==> src/rtl/gust_pkg.sv <==
// rtl/gust_pkg.sv - shared types and default constants for the GUST SpMV tile sequencer
package gust_pkg;

   typedef enum logic [1:0] {
      S_IDLE   = 2'd0,
      S_ISSUE  = 2'd1,
      S_DRAIN  = 2'd2,
      S_RESULT = 2'd3
   } gust_state_t;

   localparam int GUST_N          = 256;
   localparam int GUST_VALUE_SIZE = 32;
   localparam int GUST_INDEX_SIZE = 8;
   localparam int GUST_ADD_LAT    = 2;

endpackage

==> src/rtl/gust_lat_timer.sv <==
// rtl/gust_lat_timer.sv - loadable down-counter with zero flag for adder-latency wait
module gust_lat_timer #(
   parameter int W = 2
) (
   input  logic         clk,
   input  logic         rst_n,
   input  logic         load,
   input  logic [W-1:0] load_val,
   input  logic         dec,
   output logic         zero
);

   logic [W-1:0] cnt_q;

   always_ff @(posedge clk) begin
      if (!rst_n) begin
         cnt_q <= '0;
      end else if (load) begin
         cnt_q <= load_val;
      end else if (dec && (cnt_q != '0)) begin
         cnt_q <= cnt_q - 1'b1;
      end
   end

   assign zero = (cnt_q == '0);

endmodule

==> src/rtl/gust_color_sequencer.sv <==
// rtl/gust_color_sequencer.sv - sequences one SpMV tile through the GUST array, one color per beat
// Optional stall counter output enabled by GUST_SEQ_PERF_EN.
module gust_color_sequencer
   import gust_pkg::*;
#(
   parameter int N            = GUST_N,
   parameter int NUM_COLORS_W = 8,
   parameter int ADD_LAT      = GUST_ADD_LAT
) (
   input  logic                    clk,
   input  logic                    rst_n,
   input  logic                    cfg_valid,
   output logic                    cfg_ready,
   input  logic [NUM_COLORS_W-1:0] cfg_num_colors,
   input  logic                    sched_valid,
   output logic                    sched_ready,
   output logic                    dp_start,
   output logic                    dp_clear,
   output logic [NUM_COLORS_W-1:0] color_idx,
   output logic                    res_valid,
   input  logic                    res_ready,
   output logic                    busy,
   output logic                    done
`ifdef GUST_SEQ_PERF_EN
   ,
   output logic [31:0]             stall_cnt
`endif
);

   if (ADD_LAT < 1 || N < 1) begin : g_param_check
      $error("gust_color_sequencer: ADD_LAT and N must be at least 1");
   end

   localparam int LAT_W = (ADD_LAT > 1) ? $clog2(ADD_LAT) : 1;
   localparam logic [LAT_W-1:0] LAT_LOAD = LAT_W'(ADD_LAT - 1);

   gust_state_t             state_q;
   logic [NUM_COLORS_W-1:0] remaining_q;
   logic [NUM_COLORS_W-1:0] color_cnt_q;
   logic                    sched_hs;
   logic                    last_beat;
   logic                    lat_zero;
   logic                    cfg_accept;

   // Gated by rst_n so no beat or result is consumed in a reset cycle.
   assign sched_ready = (state_q == S_ISSUE) && rst_n;
   assign sched_hs    = sched_ready && sched_valid;
   assign last_beat   = sched_hs && (remaining_q == NUM_COLORS_W'(1));
   assign cfg_ready   = (state_q == S_IDLE);
   assign cfg_accept  = cfg_ready && cfg_valid && rst_n;
   assign busy        = (state_q != S_IDLE);
   assign done        = res_valid && res_ready && rst_n;

   // Loaded on the final beat so res_valid rises ADD_LAT cycles after the last dp_start.
   gust_lat_timer #(
      .W (LAT_W)
   ) u_lat_timer (
      .clk      (clk),
      .rst_n    (rst_n),
      .load     (last_beat),
      .load_val (LAT_LOAD),
      .dec      (state_q == S_DRAIN),
      .zero     (lat_zero)
   );

   always_ff @(posedge clk) begin
      if (!rst_n) begin
         state_q     <= S_IDLE;
         remaining_q <= '0;
         color_cnt_q <= '0;
         dp_start    <= 1'b0;
         dp_clear    <= 1'b0;
         color_idx   <= '0;
         res_valid   <= 1'b0;
      end else begin
         dp_start <= 1'b0;
         dp_clear <= 1'b0;
         case (state_q)
            S_IDLE: begin
               if (cfg_valid) begin
                  remaining_q <= cfg_num_colors;
                  color_cnt_q <= '0;
                  if (cfg_num_colors == '0) begin
                     state_q   <= S_RESULT;
                     res_valid <= 1'b1;
                  end else begin
                     state_q <= S_ISSUE;
                  end
               end
            end
            S_ISSUE: begin
               if (sched_hs) begin
                  dp_start    <= 1'b1;
                  dp_clear    <= (color_cnt_q == '0);
                  color_idx   <= color_cnt_q;
                  color_cnt_q <= color_cnt_q + 1'b1;
                  remaining_q <= remaining_q - 1'b1;
                  if (last_beat) begin
                     state_q <= S_DRAIN;
                  end
               end
            end
            S_DRAIN: begin
               if (lat_zero) begin
                  state_q   <= S_RESULT;
                  res_valid <= 1'b1;
               end
            end
            S_RESULT: begin
               if (res_ready) begin
                  state_q   <= S_IDLE;
                  res_valid <= 1'b0;
               end
            end
            default: begin
               state_q <= S_IDLE;
            end
         endcase
      end
   end

`ifdef GUST_SEQ_PERF_EN
   logic stall_now;

   assign stall_now = ((state_q == S_ISSUE) && !sched_valid) ||
                      ((state_q == S_RESULT) && !res_ready);

   always_ff @(posedge clk) begin
      if (!rst_n) begin
         stall_cnt <= '0;
      end else if (cfg_accept) begin
         stall_cnt <= '0;
      end else if (stall_now && (stall_cnt != '1)) begin
         stall_cnt <= stall_cnt + 1'b1;
      end
   end
`endif

endmodule
==> config.mk <==
export PLATFORM = sky130hd
export DESIGN_NAME = gust_color_sequencer
export DESIGN_NICKNAME = d
export VERILOG_FILES = /design/src/rtl/gust_pkg.sv /design/src/rtl/gust_lat_timer.sv /design/src/rtl/gust_color_sequencer.sv
export SDC_FILE = /design/constraint.sdc
export NUM_CORES = 1
export LEC_CHECK = 0
export BUFFER_PORTS_ARGS = -buffer_cell sky130_fd_sc_hd__buf_2
export CAP_MARGIN = 20
export CORE_ASPECT_RATIO = 0.5
export CORE_MARGIN = 4
export CORE_UTILIZATION = 50
export CTS_BUF_LIST = sky130_fd_sc_hd__clkbuf_8
export DETAILED_ROUTE_END_ITERATION = 16
export HOLD_SLACK_MARGIN = 0.1
export PLACE_DENSITY = 0.72
export SLEW_MARGIN = 20
export SYNTH_ARGS = -nofsm -noshare
export SYNTH_HDL_FRONTEND = slang
export SYNTH_SLANG_ARGS = --single-unit
==> constraint.sdc <==
create_clock -name clk -period 3.55 [get_ports clk]
set_clock_uncertainty 0.15 [all_clocks]
set_input_delay 0.71 -clock clk [delete_from_list [all_inputs] [get_ports clk]]
set_output_delay 0.71 -clock clk [all_outputs]
set_load 0.1 [all_outputs]
==> run metrics, run 1 <==
status finished clean; MaxCap Viol Count 0; DRC 0; Post-synth EDFFs 0; Worst-path clk slew 0.06 ns; clock buffer depth 2; Yosys top cell by area dfxtp_1; Cells after DPL 255; Post-Layout Cell Count 262; final antenna-violating net count 0; Fillers 271; 1st-iter DRT viols 36; setup TNS 0 ns; most frequent cell after synthesis dfxtp_1; Mean Syn Cell Area 8.108 um2; worst slew pin tran 0.6987 ns; share of cells above drive strength 1 0.1892; Setup Crit Path Kind reg -> out; nets@finish 244; crit-path cells inv_1 -> ha_1 -> buf_4 -> and2_1 -> buf_2; crit path buf inv count 3; initial antenna violation count 0; first-pass GRT wire length 5768 um; Data arrival, critical path 1.94 ns; Starting Density 0.5297; crit path max-delay cell type buf_2; critical path required time 2.69 ns; post-cts repair resize count 0; detailed placement HPWL 2651 um; CTS tree done; top-area cell type share of the netlist area 0.3741; Worst Hold Class reg -> reg; WL per Instance 13.73 um; clock sinks 30; Most used DFF post-synth dfxtp_1; Unique masters post-synth 42; setup violators final 0; post-CTS setup buffers 0; Top delay family on crit path buffers and inverters; final slew viol count 0; Die X 88.13 um; Max IR drop VDD 582.1 uV; total gr overflow 0; # IOs 28; Ys Warns 0; top cells by count, synth dfxtp_1, nand2_1, a21oi_1, nand3_1, inv_1; Synth Instances 198; Yosys reg bits 30; vias in the first global route 1278; Layout area overhead 16.21%; IO buf count 27; pin count of the biggest net entering global routing 20; PwrDens 830.7 nW/um2; Fmax achieved 356.8 MHz; Ant. Diodes 0; hold buffers post-CTS 0; worst stage delay on the critical path 0.42 ns; Clock Tree Root clkbuf_8; Leak 0.7751 nW; CTS Buf Count 5; latest clock arrival within the worst-skew pair 0.28 ns; Die Area 4236 um2; critical-path maximum fanout 16; Relative slew margins 0.5292; Final period util 0.7895; core area 3030 um2; Synth Cell Area 1605 um2; Final Hold Vio Count 0; vias per inst 5.656; GRT Total Usage 0.1837; startpoint types flip-flop; total routed wirelength 3596 um; RSZ-0062 raised after global routing false; Final Wtd Congestion 0.8006; post-synthesis sequential area ratio 0.3741; Rows 14; via count 1482; Final Critical Period 2.803 ns; Worst setup EP type output port; CTS HTree Levels 2; Synth Net Count 220; top cells by area, synth dfxtp_1, ha_1, a21oi_1; Die Span Y 48.07 um; 1st-pass router iterations 5; Async S/R FF share, synth 0
==> per-layer routing <==
layer / routed length (um) / vias up / track usage
met5: 0 / - / 0
met4: 25 / 0 / 0.07229
met3: 252 / 3 / 0.06357
met2: 1581 / 37 / 0.2994
met1: 1737 / 693 / 0.2302
li1: - / 749 / -
==> sequential cells by signal, indices dropped and copies added, names as in the netlist <==
| name | cells |
|---|---|
| dp_clear | 1 |
| dp_start | 1 |
| color_idx | 8 |
| u_lat_timer.cnt_q | 1 |
| remaining_q | 8 |
| res_valid | 1 |
| color_cnt_q | 8 |
| state_q | 2 |
==> through the flow <==
step           cell area (um2)  worst slack (ns)  utilization  power [mW]  hold slack [ns]
4_1_cts                   1866            0.7510       0.6156       1.554           0.3072
6_report                  1866            0.7473       0.6156       1.550           0.3069
5_1_grt                   1866            0.6436       0.6156       1.640           0.3218
2_1_floorplan             1605            0.6917            -       1.073           0.2896
3_3_place_gp              1753            0.8431       0.5784       1.187           0.3035
3_5_place_dp              1753            0.7533       0.5784       1.195           0.2986
==> area by class of cell <==
class	instances	area [um2]	share of cell area
clock buffers	6	82.58	0.04427
clock inverters	1	30.03	0.01610
inverters	14	52.55	0.02817
multi-input cells	143	907.1	0.4863
flip-flops and latches	30	600.6	0.3219
well taps	40	50.05	0.02683
repair buffers	28	142.6	0.07646
==> cells by family after synthesis <==
group                    after synthesis  share of synthesized area
buffers and inverters                 25                    0.06079
AND/OR/NAND/NOR                       77                     0.2479
XOR/XNOR                               3                    0.01637
multiplexers                           2                    0.01325
flip-flops                            30                     0.3741
adder cells (fa/ha/maj)                9                    0.07015
AO/OA/AOI/OAI                         52                     0.2175
==> path summary, 6_finish.rpt <==
| path | start | to | slack [ns] | cells after the start |
|---|---|---|---|---|
| setup / recovery | state_q[1] | sched_ready | 0.75 | 5 |
| hold / removal | color_idx[3] | color_idx[3] | 0.31 | 2 |
| setup reg to reg | state_q[1] | color_cnt_q[6] | 0.91 | 6 |
| hold reg to reg | color_idx[3] | color_idx[3] | 0.31 | 2 |
==> report_power, final <==
group	total, mW	switching, mW	leakage, nW	internal, mW
Sequential	0.464	0.0663	0.244	0.398
Clock	0.352	0.128	0.0573	0.224
Combinational	0.733	0.514	0.474	0.219
Total	1.55	0.708	0.775	0.842
==> layout by cell type (no fill, tap or decap), types with 2 or more instances in the layout <==
| master | n |
|---|---|
| o21ai_0 | 11 |
| inv_1 | 13 |
| nand2b_1 | 2 |
| and3_1 | 2 |
| o31ai_1 | 5 |
| a21oi_1 | 18 |
| and2_1 | 2 |
| nor2_1 | 8 |
| o22ai_1 | 2 |
| xnor2_1 | 3 |
| a211oi_1 | 6 |
| buf_2 | 27 |
| nand3_1 | 15 |
| or4_1 | 4 |
| clkbuf_8 | 6 |
| nor3_1 | 2 |
| dfxtp_1 | 30 |
| nand2_1 | 24 |
| ha_1 | 9 |
| nor2b_1 | 7 |
| nor4_1 | 4 |
==> worst reg2reg max path: cells and delay by family, from the launching register on <==
family / cells / cell delay, ns
buf+inv: 1 / 0.11
flops: 1 / 0.34
compound gates: 2 / 0.64
simple gates: 2 / 0.95
fa+ha+maj: 1 / 0.38
(Power assumes the default switching activity.)
==> inputs of run 2 (changes only) <==
--- a/config.mk
+++ b/config.mk
@@ -13,7 +13,7 @@
 export CTS_BUF_LIST = sky130_fd_sc_hd__clkbuf_8
 export DETAILED_ROUTE_END_ITERATION = 16
 export HOLD_SLACK_MARGIN = 0.1
-export PLACE_DENSITY = 0.72
+export PLACE_DENSITY = 0.75
 export SLEW_MARGIN = 20
 export SYNTH_ARGS = -nofsm -noshare
 export SYNTH_HDL_FRONTEND = slang
==> constraint.sdc (replaced) <==
create_clock -name clk -period 2.3 [get_ports clk]
set_clock_uncertainty 0.15 [all_clocks]
set_input_delay 0.46 -clock clk [delete_from_list [all_inputs] [get_ports clk]]
set_output_delay 0.46 -clock clk [all_outputs]
set_load 0.1 [all_outputs]
==> run 2 against run 1 <==
- combinational power is 71% higher
- critical path depth is the same
- power is 62% higher
- non-clock buffer count rose by 7
- worst hold slack got worse by 0.0053 ns
- die area stayed put
- final cell count rose by 2.7%
- sequential cell count did not move
- clock-buffer cell count did not move
- global-route usage increased by 0.84 points
- first-iteration DRC count up 67%
==> run metrics, run 2 (synthesis results as in run 1) <==
status finished clean; commonest non-fill, non-tap cell in the layout dfxtp_1; MaxCap Viol Count 0 (unchanged); critical path required time 1.69 ns (-1.00 ns); WL per Instance 13.59 um (-1.0%); hold buffers post-CTS 0 (unchanged); most frequent cells in the layout dfxtp_1, buf_2, nand2_1, a21oi_1, nand3_1; initial antenna violation count 0 (unchanged); Worst-path clk slew 0.06 ns (about the same); latest clock arrival within the worst-skew pair 0.29 ns (about the same); vias in the first global route 1375 (+7.6%); CTS Buf Count 5 (unchanged); Leak 0.8156 nW (+5.2%); reg-to-reg startpoint state_q[1]; clock sinks 30 (unchanged); Worst setup EP type output port; Die Area 4236 um2 (unchanged); min-delay src color_idx[5]; Pwr Total 2.506 mW (+62%); Ant. Diodes 0 (unchanged); Final Wtd Congestion 0.8853 (+11%); share of cells above drive strength 1 0.2271 (+0.03789); Max IR drop VDD 1038 uV (+78%); crit path max-delay cell type dfxtp_1; Final period util 0.9595; crit-path cells inv_1 -> ha_1 -> buf_4 -> and2_2 -> buf_12; final slew viol count 0 (unchanged); startpoint types flip-flop; critical-path maximum fanout 11 (-5); CTS HTree Levels 2 (unchanged); vias per inst 5.572 (-1.5%); detailed placement HPWL 2678 um (+1.0%); pin count of the biggest net entering global routing 17 (-15%); nets@finish 251 (+2.9%); Starting Density 0.5297 (unchanged); Relative slew margins 0.6888 (+0.1596); 1st-iter DRT viols 60 (+67%); worst stage delay on the critical path 0.34 ns (-0.08 ns); final antenna-violating net count 0 (unchanged); Rows 14 (unchanged); Final Critical Period 2.207 ns; GRT Total Usage 0.1922 (+0.008428); Final Hold Vio Count 0 (unchanged); 1st-pass router iterations 4 (-1); Data arrival, critical path 1.60 ns (-0.34 ns); internal reg-to-reg setup slack 0.22 ns (-0.69 ns); DRC 0 (unchanged); Fmax achieved 453.2 MHz; clock buffer depth 2 (unchanged); crit path buf inv count 3 (unchanged); biggest regs color_cnt_q: 8 flops, color_idx: 8 flops, remaining_q: 8 flops; Die X 88.13 um (unchanged); CTS tree done; hold path depth 2 (unchanged); Fillers 259 (-4.4%); setup violators final 0 (unchanged); PwrDens 1276 nW/um2 (+54%); Clock Tree Root clkbuf_8; post-cts repair resize count 0 (unchanged); core area 3030 um2 (unchanged); FF-to-FF End color_cnt_q[6]; Worst Hold Class reg -> reg; setup TNS 0 ns (unchanged); total routed wirelength 3655 um (+1.6%); IO buf count 27 (unchanged); R2R depth 6 (unchanged); # IOs 28 (unchanged); via count 1499 (+1.1%); Die Span Y 48.07 um (unchanged); Layout area overhead 22.29%; Worst Hold Endpoint color_idx[5]; Util after Layout 0.6478 (+0.03221); Top delay family on crit path buffers and inverters; first-pass GRT wire length 6106 um (+5.9%); RSZ-0062 raised after global routing false; total gr overflow 0 (unchanged); post-CTS setup buffers 0 (unchanged); Setup Crit Path Kind reg -> out; worst slew pin tran 0.4625 ns (-0.2362 ns)
## run 2: report_power, final
| part | internal [mW] | total, mW | switching, mW |
|---|---|---|---|
| logic | 0.422 | 1.25 | 0.826 |
| registers | 0.614 | 0.714 | 0.0992 |
| clock network | 0.346 | 0.545 | 0.199 |
| total | 1.38 | 2.51 | 1.12 |
## run 2: final cells by class
type | instances | area [um2] | share of cell area
Multi-Input combinational cell | 143 | 922.1 | 0.4697
Sequential cell | 30 | 600.6 | 0.3059
Timing Repair Buffer | 35 | 225.2 | 0.1147
Clock buffer | 6 | 82.58 | 0.04207
Inverter | 14 | 52.55 | 0.02677
Tap cell | 40 | 50.05 | 0.02549
Clock inverter | 1 | 30.03 | 0.01530
## run 2: tightest hold or removal path: stages, from the launching register on
cell and delay [ns]:
dfxtp_1 0.31, nand3_1 0.06, nand2_1 0.04
## run 2: routing by layer
metal,wire [um],share of wire,track usage
met1,1803,0.49,0.2520
met2,1622,0.44,0.3129
met3,190,0.052,0.05155
met4,38,0.010,0.06928
met5,0,0,0
## run 2: worst max-delay path by stage
stage / startpoint / end / slack [ns] / cells past startpoint
6_report: state_q[1] / sched_ready / 0.09 / 5
3_3_place_gp: state_q[0] / res_valid / 0.36 / 6
2_1_floorplan: state_q[0] / res_valid / 0.04 / 6
3_5_place_dp: state_q[1] / color_cnt_q[6] / 0.29 / 6
4_1_cts: state_q[1] / sched_ready / 0.09 / 5
5_1_grt: state_q[1] / sched_ready / 0.04 / 5
## run 2: metrics by stage
stage          setup WS [ns]  cells  hold slack [ns]  cell area (um2)
4_1_cts              0.09288    269           0.3031             1963
6_report             0.09324    269           0.3016             1963
2_1_floorplan        0.04400    198           0.2896             1620
3_3_place_gp          0.3572    262           0.2911             1851
5_1_grt              0.03836    269           0.3340             1963
3_5_place_dp          0.2853    262           0.2955             1851
==> inputs of run 3 (changes only) <==
--- a/config.mk
+++ b/config.mk
@@ -13,7 +13,8 @@
 export CTS_BUF_LIST = sky130_fd_sc_hd__clkbuf_8
 export DETAILED_ROUTE_END_ITERATION = 16
 export HOLD_SLACK_MARGIN = 0.1
-export PLACE_DENSITY = 0.75
+export PLACE_DENSITY = 0.72
+export SETUP_SLACK_MARGIN = 0.2
 export SLEW_MARGIN = 20
 export SYNTH_ARGS = -nofsm -noshare
 export SYNTH_HDL_FRONTEND = slang
==> constraint.sdc (replaced) <==
create_clock -name clk -period 2.2 [get_ports clk]
set_clock_uncertainty 0.15 [all_clocks]
set_input_delay 0.44 -clock clk [delete_from_list [all_inputs] [get_ports clk]]
set_output_delay 0.44 -clock clk [all_outputs]
set_load 0.1 [all_outputs]
==> run 3 against run 2 <==
- first-iteration DRC count shrank 28%
- global-route usage increased by 0.15 points
- register-to-register slack better by 0.06 ns
- clock power decreased by 13%
- critical path depth unchanged
- sequential cell count did not move
- wire length increased by 5.7%
- sequential share of layout area rose by 0.055 points
- clock-buffer cell count did not move
- non-clock buffer count is 1 higher
- largest cell class unchanged
==> run metrics, run 3 (synthesis results as in run 1) <==
initial antenna violation count 0 (unchanged); Final Hold Vio Count 0 (unchanged); commonest non-fill, non-tap cell in the layout dfxtp_1; final slew viol count 0 (unchanged); 1st-iter DRT viols 43 (-28%); Worst Hold Class reg -> reg; RSZ-0062 raised after global routing true; # IOs 28 (unchanged); Ant. Diodes 0 (unchanged); reg-to-reg startpoint state_q[1]; 1st-pass router iterations 4 (unchanged); critical-path maximum fanout 9 (-2); min-delay src color_idx[6]; clock buffer depth 2 (unchanged); MaxCap Viol Count 0 (unchanged); Max IR drop VDD 957.8 uV (-7.7%); Reg area 609.3 um2 (+1.5%); nets@finish 252 (+0.40%); critical path startpoint state_q[1]; vias in the first global route 1290 (-6.2%); status finished clean; Fmax achieved 506.8 MHz; worst slew pin tran 0.4883 ns (+0.02574 ns); multi-input logic area 938.4 um2 (+1.8%); DRC 0 (unchanged); Critical Path End sched_ready; first-pass GRT wire length 6023 um (-1.4%); FF-to-FF End remaining_q[4]; most frequent cells in the layout dfxtp_1, nand2_1, buf_2, a21oi_1, nand3_1; Leak 0.8104 nW (-0.64%); share of cells above drive strength 1 0.2684 (+0.04132); GRT Total Usage 0.1937 (+0.001519); critical path required time 1.61 ns (-0.08 ns); core area 3030 um2 (unchanged); vias per inst 5.672 (+1.8%); R2R depth 7 (+1); IO buf count 27 (unchanged); Data arrival, critical path 1.38 ns (-0.22 ns); CTS tree done; final antenna-violating net count 0 (unchanged); CTS Buf Count 5 (unchanged); Starting Density 0.5297 (unchanged); Rows 14 (unchanged); Final Wtd Congestion 0.8386 (-5.3%); PwrDens 1307 nW/um2 (+2.4%); setup TNS 0 ns (unchanged); WL per Instance 14.25 um (+4.9%); hold buffers post-CTS 0 (unchanged); Final period util 0.8969; total routed wirelength 3863 um (+5.7%); CTS HTree Levels 2 (unchanged); Worst-path clk slew 0.07 ns (about the same); Clock Tree Root clkbuf_8; Relative slew margins 0.6767 (-0.01208); Layout area overhead 23.85%; total gr overflow 0 (unchanged); Die Area 4236 um2 (unchanged); dpl cell area 1867 um2 (+0.88%); clock sinks 30 (unchanged); Final Critical Period 1.973 ns; via count 1537 (+2.5%); Die X 88.13 um (unchanged); pin count of the biggest net entering global routing 17 (unchanged); Fillers 274 (+5.8%); Setup Crit Path Kind reg -> out; biggest regs color_cnt_q: 8 flops, color_idx: 8 flops, remaining_q: 8 flops; Worst setup EP type output port; post-CTS setup buffers 0 (unchanged); internal reg-to-reg setup slack 0.28 ns (+0.06 ns); setup violators final 0 (unchanged); detailed placement HPWL 2862 um (+6.9%); startpoint types flip-flop; latest clock arrival within the worst-skew pair 0.29 ns (about the same); Die Span Y 48.07 um (unchanged); Final Cell Area 1988 um2 (+1.3%)
run 3: cell count changes in the layout (fill, tap and decap cells not counted), sizes merged:
cell	delta
clkinvlp	+2
bufinv	-1
inv	-1
buf	+1
clkinv	+1
run 3: through the flow:
stage / setup WS (ns) / hold slack (ns) / power [mW] / instances / util
2_1_floorplan: 0.07932 / 0.2896 / 1.821 / 198 / -
3_3_place_gp: 0.2462 / 0.2913 / 2.058 / 263 / 0.6160
3_5_place_dp: 0.2634 / 0.2942 / 2.085 / 263 / 0.6160
4_1_cts: 0.1808 / 0.3053 / 2.580 / 271 / 0.6503
5_1_grt: 0.1786 / 0.3224 / 2.749 / 271 / 0.6561
6_report: 0.2268 / 0.2999 / 2.599 / 271 / 0.6561
run 3: how the worst min path moves through the flow:
| stage | endpoint | slack, ns | cells after the start |
|---|---|---|---|
| after floorplan | color_idx[7] | 0.29 | 2 |
| after global placement | color_idx[6] | 0.29 | 2 |
| after detailed placement | color_idx[7] | 0.29 | 2 |
| after CTS | color_idx[7] | 0.31 | 2 |
| after global routing | color_idx[6] | 0.32 | 2 |
| final | color_idx[6] | 0.30 | 2 |
run 3: report_power, final:
| part | internal (mW) | switching, mW |
|---|---|---|
| clock network | 0.251 | 0.225 |
| registers | 0.651 | 0.102 |
| logic | 0.480 | 0.890 |
run 3: routing by layer:
metal / vias up / wire, um / global-route usage
met4: 0 / 53 / 0.08133
met5: - / 0 / 0
met3: 6 / 174 / 0.05155
met1: 725 / 1931 / 0.2508
met2: 33 / 1704 / 0.3144
li1: 773 / - / -
run 3: final cells by class:
class | count | share of cell area
clock buffers | 6 | 0.04154
flip-flops and latches | 30 | 0.3065
repair buffers | 36 | 0.1202
clock inverters | 2 | 0.006293
inverters | 14 | 0.02832
well taps | 40 | 0.02517
multi-input cells | 143 | 0.4720
run 3: what timing repair did:
item	4_1_cts	5_1_grt
pin swaps	0	2
gates resized for setup	3	4
setup endpoints to repair	2	7
run 3: critical path: stages (launching register included):
cell     delay (ns)
dfxtp_4        0.36
inv_2          0.11
ha_4           0.16
buf_6          0.14
and2_4         0.16
buf_12         0.16
